File: config.mk
export PLATFORM = sky130hd
export DESIGN_NAME = ccc_clken_gen
export DESIGN_NICKNAME = d
export VERILOG_FILES = /design/src/rtl/ccc_clken_pkg.sv /design/src/rtl/ccc_clken_channel.sv /design/src/rtl/ccc_clken_gen.sv
export SDC_FILE = /design/constraint.sdc
export NUM_CORES = 1
export LEC_CHECK = 0
export ABC_CLOCK_PERIOD_IN_PS = 1800
export BUFFER_PORTS_ARGS = -buffer_cell sky130_fd_sc_hd__buf_2
export CAP_MARGIN = 20
export CORE_MARGIN = 3
export CORE_UTILIZATION = 62
export CTS_BUF_LIST = sky130_fd_sc_hd__clkbuf_8
export DETAILED_ROUTE_END_ITERATION = 10
export GPL_TIMING_DRIVEN = 0
export PLACE_DENSITY = 0.82
export SYNTH_ARGS = -nofsm -noshare
export SYNTH_HDL_FRONTEND = slang
export SYNTH_SLANG_ARGS = --single-unit
export TNS_END_PERCENT = 20
File: constraint.sdc
create_clock -name FAB_CLK -period 1.8 [get_ports FAB_CLK]
set_clock_uncertainty 0.05 [all_clocks]
set_input_delay 0.18 -clock FAB_CLK [delete_from_list [all_inputs] [get_ports FAB_CLK]]
set_output_delay 0.18 -clock FAB_CLK [all_outputs]
set_load 0.02 [all_outputs]
File: src/rtl/ccc_clken_pkg.sv
`default_nettype none
//============================================================================
// Module      : ccc_clken_pkg
// Description : Shared types and defaults for the fabric clock-enable
//               generator: divider field type, config and lock FSM state
//               encodings, and the reset divide value.
// Revision    : 1.0 - initial release
//============================================================================
package ccc_clken_pkg;

    // Default divider field width and its value type
    localparam int c_div_w = 5;
    typedef logic [c_div_w-1:0] div_t;

    // Reset divide value (period = value + 1 = 4 cycles)
    localparam div_t c_div_rst = div_t'(3);

    // Configuration write FSM: one shared pending slot
    typedef enum logic [0:0] {
        IDLE    = 1'b0,
        PENDING = 1'b1
    } cfg_state_t;

    // Lock FSM
    typedef enum logic [0:0] {
        SETTLE = 1'b0,
        LOCKED = 1'b1
    } lock_state_t;

endpackage : ccc_clken_pkg
`default_nettype wire

File: src/rtl/ccc_clken_channel.sv
`default_nettype none
//============================================================================
// Module      : ccc_clken_channel
// Description : One clock-enable channel. A free-running counter wraps at
//               the programmed divide value and emits a one-cycle enable
//               strobe on the wrap. Bypass holds the enable high. A new
//               divide/bypass pair is loaded only when i_apply is high.
// Ports       : clk, rst        - clock, synchronous active-high reset
//               i_apply         - load i_new_div / i_new_bypass this edge
//               i_new_div       - divide value to load
//               i_new_bypass    - bypass flag to load
//               i_sync          - force phase alignment this edge
//               o_ce            - registered enable strobe
//               o_tc            - channel can accept an apply this edge
// Revision    : 1.0 - initial release
//============================================================================
module ccc_clken_channel #(
    parameter int DIV_W   = 5,
    parameter int DIV_RST = 3
) (
    input  logic             clk,
    input  logic             rst,
    input  logic             i_apply,
    input  logic [DIV_W-1:0] i_new_div,
    input  logic             i_new_bypass,
    input  logic             i_sync,
    output logic             o_ce,
    output logic             o_tc
);

    localparam logic [DIV_W-1:0] c_div_rst = DIV_W'(DIV_RST);

    logic [DIV_W-1:0] r_cnt;
    logic [DIV_W-1:0] r_div;
    logic             r_bypass;
    logic             r_ce;
    logic             w_wrap;

    // Counter terminal count in divide mode
    assign w_wrap = !r_bypass && (r_cnt == r_div);

    // A bypassed channel has no phase to protect, so it is always ready
    // to take a new setting; otherwise only at the wrap edge.
    assign o_tc = r_bypass | w_wrap;
    assign o_ce = r_ce;

    always_ff @(posedge clk) begin
        if (rst) begin
            r_cnt    <= '0;
            r_div    <= c_div_rst;
            r_bypass <= 1'b0;
            r_ce     <= 1'b0;
        end else if (i_apply) begin
            // The apply edge is a wrap edge, so the strobe fires as usual
            // and the new period starts from zero.
            r_div    <= i_new_div;
            r_bypass <= i_new_bypass;
            r_cnt    <= '0;
            r_ce     <= 1'b1;
        end else if (r_bypass) begin
            r_cnt <= '0;
            r_ce  <= 1'b1;
        end else if (i_sync || w_wrap) begin
            r_cnt <= '0;
            r_ce  <= 1'b1;
        end else begin
            r_cnt <= r_cnt + 1'b1;
            r_ce  <= 1'b0;
        end
    end

endmodule : ccc_clken_channel
`default_nettype wire

File: src/rtl/ccc_clken_gen.sv
`default_nettype none
//============================================================================
// Module      : ccc_clken_gen
// Description : NUM_CH runtime-programmable clock-enable strobes from one
//               fabric clock. Configuration writes are held in a single
//               pending slot and applied only at the target channel's
//               terminal count, so ratio changes never produce runt pulses.
//               LOCK asserts once the configuration has been stable for
//               LOCK_CYCLES edges.
// Options     : CCC_CLKEN_SYNC_EN - adds SYNC input that realigns all
//               non-bypassed channel phases.
// Ports       : FAB_CLK, FAB_RESET - clock, synchronous active-high reset
//               CFG_VALID/READY    - config write handshake
//               CFG_CH, CFG_DIV,
//               CFG_BYPASS         - target channel, divide value, bypass
//               CE_OUT             - per-channel registered enable strobes
//               LOCK               - configuration settled
//               CFG_ERR            - one-cycle pulse on out-of-range write
//               SYNC               - phase align (option only)
// Revision    : 1.0 - initial release
//============================================================================
module ccc_clken_gen
    import ccc_clken_pkg::*;
#(
    parameter int NUM_CH      = 3,
    parameter int DIV_W       = 5,
    parameter int DIV_RST     = int'(c_div_rst),
    parameter int LOCK_CYCLES = 1024
) (
    input  logic                                            FAB_CLK,
    input  logic                                            FAB_RESET,
    input  logic                                            CFG_VALID,
    output logic                                            CFG_READY,
    input  logic [((NUM_CH > 1) ? $clog2(NUM_CH) : 1)-1:0]  CFG_CH,
    input  logic [DIV_W-1:0]                                CFG_DIV,
    input  logic                                            CFG_BYPASS,
`ifdef CCC_CLKEN_SYNC_EN
    input  logic                                            SYNC,
`endif
    output logic [NUM_CH-1:0]                               CE_OUT,
    output logic                                            LOCK,
    output logic                                            CFG_ERR
);

    localparam int c_ch_w   = (NUM_CH > 1) ? $clog2(NUM_CH) : 1;
    localparam int c_lock_w = $clog2(LOCK_CYCLES + 1);
    localparam logic [c_lock_w-1:0] c_lock_max = c_lock_w'(LOCK_CYCLES);
    localparam logic [c_ch_w:0]     c_num_ch   = (c_ch_w + 1)'(NUM_CH);

    cfg_state_t          r_cfg_state;
    logic                r_cfg_ready;
    logic                r_cfg_err;
    logic [c_ch_w-1:0]   r_pend_ch;
    logic [DIV_W-1:0]    r_pend_div;
    logic                r_pend_bypass;

    lock_state_t         r_lock_state;
    logic [c_lock_w-1:0] r_lock_cnt;

    logic [NUM_CH-1:0]   w_tc;
    logic [NUM_CH-1:0]   w_apply;
    logic                w_apply_any;
    logic                w_ch_oor;
    logic                w_take;
    logic                w_accept;
    logic                w_sync;

`ifdef CCC_CLKEN_SYNC_EN
    assign w_sync = SYNC;
`else
    assign w_sync = 1'b0;
`endif

    // Extra MSB keeps the range test meaningful when NUM_CH is a power of 2
    assign w_ch_oor    = ({1'b0, CFG_CH} >= c_num_ch);
    assign w_take      = (r_cfg_state == IDLE) && CFG_VALID && r_cfg_ready;
    assign w_accept    = w_take && !w_ch_oor;
    assign w_apply_any = |w_apply;

    //------------------------------------------------------------------
    // Channels
    //------------------------------------------------------------------
    generate
        for (genvar i = 0; i < NUM_CH; i++) begin : g_ch
            assign w_apply[i] = (r_cfg_state == PENDING) &&
                                (r_pend_ch == c_ch_w'(i)) && w_tc[i];

            ccc_clken_channel #(
                .DIV_W   (DIV_W),
                .DIV_RST (DIV_RST)
            ) u_channel (
                .clk          (FAB_CLK),
                .rst          (FAB_RESET),
                .i_apply      (w_apply[i]),
                .i_new_div    (r_pend_div),
                .i_new_bypass (r_pend_bypass),
                .i_sync       (w_sync),
                .o_ce         (CE_OUT[i]),
                .o_tc         (w_tc[i])
            );
        end
    endgenerate

    //------------------------------------------------------------------
    // Configuration FSM
    //------------------------------------------------------------------
    always_ff @(posedge FAB_CLK) begin
        if (FAB_RESET) begin
            r_cfg_state   <= IDLE;
            r_cfg_ready   <= 1'b0;
            r_cfg_err     <= 1'b0;
            r_pend_ch     <= '0;
            r_pend_div    <= '0;
            r_pend_bypass <= 1'b0;
        end else begin
            r_cfg_err <= 1'b0;
            case (r_cfg_state)
                IDLE: begin
                    r_cfg_ready <= 1'b1;
                    if (w_take) begin
                        if (w_ch_oor) begin
                            // Out-of-range write is consumed and dropped
                            r_cfg_err <= 1'b1;
                        end else begin
                            r_pend_ch     <= CFG_CH;
                            r_pend_div    <= CFG_DIV;
                            r_pend_bypass <= CFG_BYPASS;
                            r_cfg_state   <= PENDING;
                            r_cfg_ready   <= 1'b0;
                        end
                    end
                end
                PENDING: begin
                    if (w_apply_any) begin
                        r_cfg_state <= IDLE;
                        r_cfg_ready <= 1'b1;
                    end
                end
                default: begin
                    r_cfg_state <= IDLE;
                    r_cfg_ready <= 1'b1;
                end
            endcase
        end
    end

    //------------------------------------------------------------------
    // Lock FSM: counts IDLE edges, saturating at LOCK_CYCLES
    //------------------------------------------------------------------
    always_ff @(posedge FAB_CLK) begin
        if (FAB_RESET || w_accept) begin
            r_lock_state <= SETTLE;
            r_lock_cnt   <= '0;
        end else if ((r_cfg_state == IDLE) && (r_lock_cnt != c_lock_max)) begin
            r_lock_cnt <= r_lock_cnt + 1'b1;
            if (r_lock_cnt == (c_lock_max - 1'b1)) begin
                r_lock_state <= LOCKED;
            end
        end
    end

    assign CFG_READY = r_cfg_ready;
    assign CFG_ERR   = r_cfg_err;
    assign LOCK      = (r_lock_state == LOCKED);

endmodule : ccc_clken_gen
`default_nettype wire

==> impl_metrics.py <==
metrics = {
    "global_routing": {
        "grt_pass1_vias": 1685,
        "grt_pass1_wl_mm": 7.33,
        "track_usage_pct": 21.6,
        "grt.overflow.total": 0,
        "grt_max_degree": 11,
        "antenna_found_initial": 0,
    },
    "cts": {
        "root_buffer": "clkbuf_8",
        "clock_latency_ps": 330,
        "post_cts_resized": 0,
        "path_clk_slew_ps": 60,
        "htreeDepth": 3,
        "post_cts_buffers": 0,
        "cts_made_buffers": 9,
        "ctsHoldBuffers": 0,
        "cts_tree": "yes",
        "clock_path_buffers": 2,
        "clkSinkCount": 59,
    },
    "power_and_ir_drop": {
        "p_leak_nw": 1.20,
        "pwr_density_cell_mw_per_mm2": 971,
        "vdd_ir_drop_max_v": 0.000780,
    },
    "setup_path": {
        "cp-startpoint": "r_pend_ch[0]",
        "cp_max_fo": 9,
        "reg2reg_from": "r_pend_ch[0]",
        "critical_path_class": "flip-flop to flip-flop",
        "r2r-end": "CFG_READY",
        "cp-end-kind": "flip-flop",
        "cp.required_ps": 1940,
        "r2r_cells": 6,
        "regToRegSetupSlack_ps": 100,
        "arrival_ps": 1840,
        "crit_path_start_kind": "flip-flop",
    },
    "layout": {
        "fin_area_mm2": 0.00278,
        "layout.nets": 298,
        "syn2layout_area_growth_pct": 12.8,
        "diodes": 0,
        "drive_above_1_share_pct": 14.3,
    },
    "synthesis": {
        "syn_area_mm2": 0.00246,
        "synth_cell_type_count": 41,
        "ys_seq_area_share_pct": 48.0,
        "ys_ff_latch": 59,
        "synth_top_area_share_pct": 48.0,
        "avgSynthCellArea_um2": 9.61,
        "synth_area_leader_cell": "dfxtp_1",
        "netlist_instances": 256,
        "yosysWarnings": 0,
        "synth_fp_nets": 272,
        "synth_area_leaders": "dfxtp_1 48%, xor2_1 8.5%, nor2_1 7.0%, mux2i_1 6.1%, xnor2_1 2.8%",
    },
    "timing": {
        "fmax_mhz": 588,
        "final_max_slew_viol_count": 0,
        "finalCriticalPeriod_ps": 1700,
        "setup_viol": 0,
        "slew_headroom_pct": 67.4,
        "tns_ps": 0,
        "whs_ps": 32.8,
        "worst_pin_slew_ps": 489,
        "hold_violations": 0,
        "rsz0062_at_grt": "no",
        "period_share_pct": 94.5,
    },
    "floorplan": {
        "row_count": 22,
        "start_util_pct": 65.7,
        "die_h_um": 69.0,
        "ioPinCount": 17,
        "die_width_um": 69.0,
        "core_area_mm2": 0.00374,
        "die_area_mm2": 0.00476,
    },
    "placed_design": {
        "place_area_mm2": 0.00259,
        "hpwl_mm": 3.15,
        "io_buffers": 15,
        "place_congestion": 0.771,
    },
    "min_path": {
        "holdCritPathClass": "input pin to flip-flop",
        "hold_depth": 3,
        "hold_end": "r_pend_div[3]",
        "hold_path.startpoint": "CFG_DIV[3]",
    },
    "drt": {
        "drt_iter0_markers": 77,
        "drtPass1Iterations": 4,
        "vias": 1801,
        "wl_per_cell_um": 13.4,
        "ant_nets": 0,
        "vias_per_cell": 5.39,
        "routed_wl_mm": 4.46,
        "drcViolationCount": 0,
    },
    "status": {
        "status": "finished clean",
    },
    "job": {
        "max_cap_violations": 0,
    },
}
[synth_stat cells]
cell type / count
dfxtp_1: 59
nor2_1: 46
xor2_1: 24
mux2i_1: 15
nand2_1: 9
nand3_1: 9
xnor2_1: 8
a21oi_1: 7
a211o_1: 6
and3_1: 6
nor3_1: 6
ha_1: 5
inv_1: 5
nor2b_1: 5
clkbuf_1: 4
nand2b_1: 4
and3b_1: 3
buf_2: 3
buf_4: 3
a22o_1: 2
and2_1: 2
nand4_1: 2
nor4_1: 2
o21ai_0: 2
or2_1: 2
or3_1: 2
a21o_1: 1
a22oi_2: 1
a31o_1: 1
a31o_2: 1
a31oi_1: 1
a41oi_1: 1
nand3b_1: 1
nand4b_1: 1
nand4bb_1: 1
nor3_2: 1
nor3b_1: 1
nor3b_2: 1
o21ba_1: 1
or2_2: 1
or3b_1: 1
[worst max-delay path by stage]
stage,endpoint,cells past startpoint
finish,CFG_READY,6
global route,r_cfg_state,6
CTS,g_ch[0].u_channel.r_div[1],4
detailed placement,g_ch[0].u_channel.r_div[1],4
floorplan,g_ch[0].u_channel.r_div[0],4
global placement,g_ch[0].u_channel.r_div[1],4
[placed cells by master (no fill, tap or decap), drive strengths merged, types with 4 or more instances in the layout]
cell type  count
dfxtp         59
nor2          46
xor2          24
buf           21
clkbuf        16
mux2i         15
nand2          9
nand3          9
xnor2          8
a21oi          7
nor3           7
inv            6
and3           6
a211o          6
nor2b          5
ha             5
nand2b         4
[per-layer routing]
| layer | vias up | share of wire, % | wire length [µm] | GRT usage [%] |
|---|---|---|---|---|
| met5 | - | 0 | 0 | 0 |
| met4 | 0 | 2.0 | 90 | 8.76 |
| met3 | 10 | 4.8 | 216 | 8.27 |
| met2 | 38 | 45 | 2020 | 33.9 |
| met1 | 837 | 48 | 2130 | 26.5 |
| li1 | 916 | - | - | - |
[cells by family (layout without fill, tap and decap cells)]
| group | count (synthesis) | in the layout | share of synthesized area (%) |
|---|---|---|---|
| AOI/OAI and AO/OA | 24 | 24 | 7.22 |
| xor gates and xnor gates | 32 | 32 | 11.4 |
| adders and majority gates | 5 | 5 | 2.54 |
| buffers and inverters | 15 | 45 | 2.90 |
| DFF | 59 | 59 | 48.0 |
| muxes | 15 | 15 | 6.10 |
| and+or+nand+nor | 106 | 106 | 21.8 |
[final cells by class]
type | count | area, µm²
Multi-Input combinational cell | 182 | 1210
Sequential cell | 59 | 1180
Fill cell | 298 | 968
Clock buffer | 12 | 165
Timing Repair Buffer | 15 | 75.1
Tap cell | 48 | 60.1
Buffer | 10 | 52.6
Inverter | 5 | 18.8
Clock inverter | 3 | 13.8
[power by group]
part	switching (mW)	internal, mW
combinational	0.118	0.0970
clock	0.472	0.594
sequential	0.0571	1.36
[registers in the layout, summed over array words and instances, names as in the netlist]
name	cells
r_lock_cnt	11
r_pend_ch	2
CFG_ERR	1
g_ch.u_channel.r_cnt	15
g_ch.u_channel.r_bypass	3
CFG_READY	1
r_cfg_state	1
r_pend_div	5
g_ch.u_channel.o_ce	3
r_pend_bypass	1
g_ch.u_channel.r_div	15
LOCK	1
[worst max-delay path, stage by stage, from the launching register on]
cell and delay, ps:
dfxtp_1 410, and3b_1 250, and3_1 150, a22o_1 180, buf_2 180, nor3b_1 230, a31oi_1 110
[metrics by stage]
step	util (%)	total power [mW]	setup slack (ps)	instances
finish	74.1	2.70	98.2	334
CTS	74.1	2.71	17.2	334
global placement	69.3	1.64	68.2	319
detailed placement	69.3	1.65	30.9	319
global route	74.1	2.81	2.43	334
floorplan	-	1.59	231	256
No activity file was read; power rests on OpenSTA's default activity.
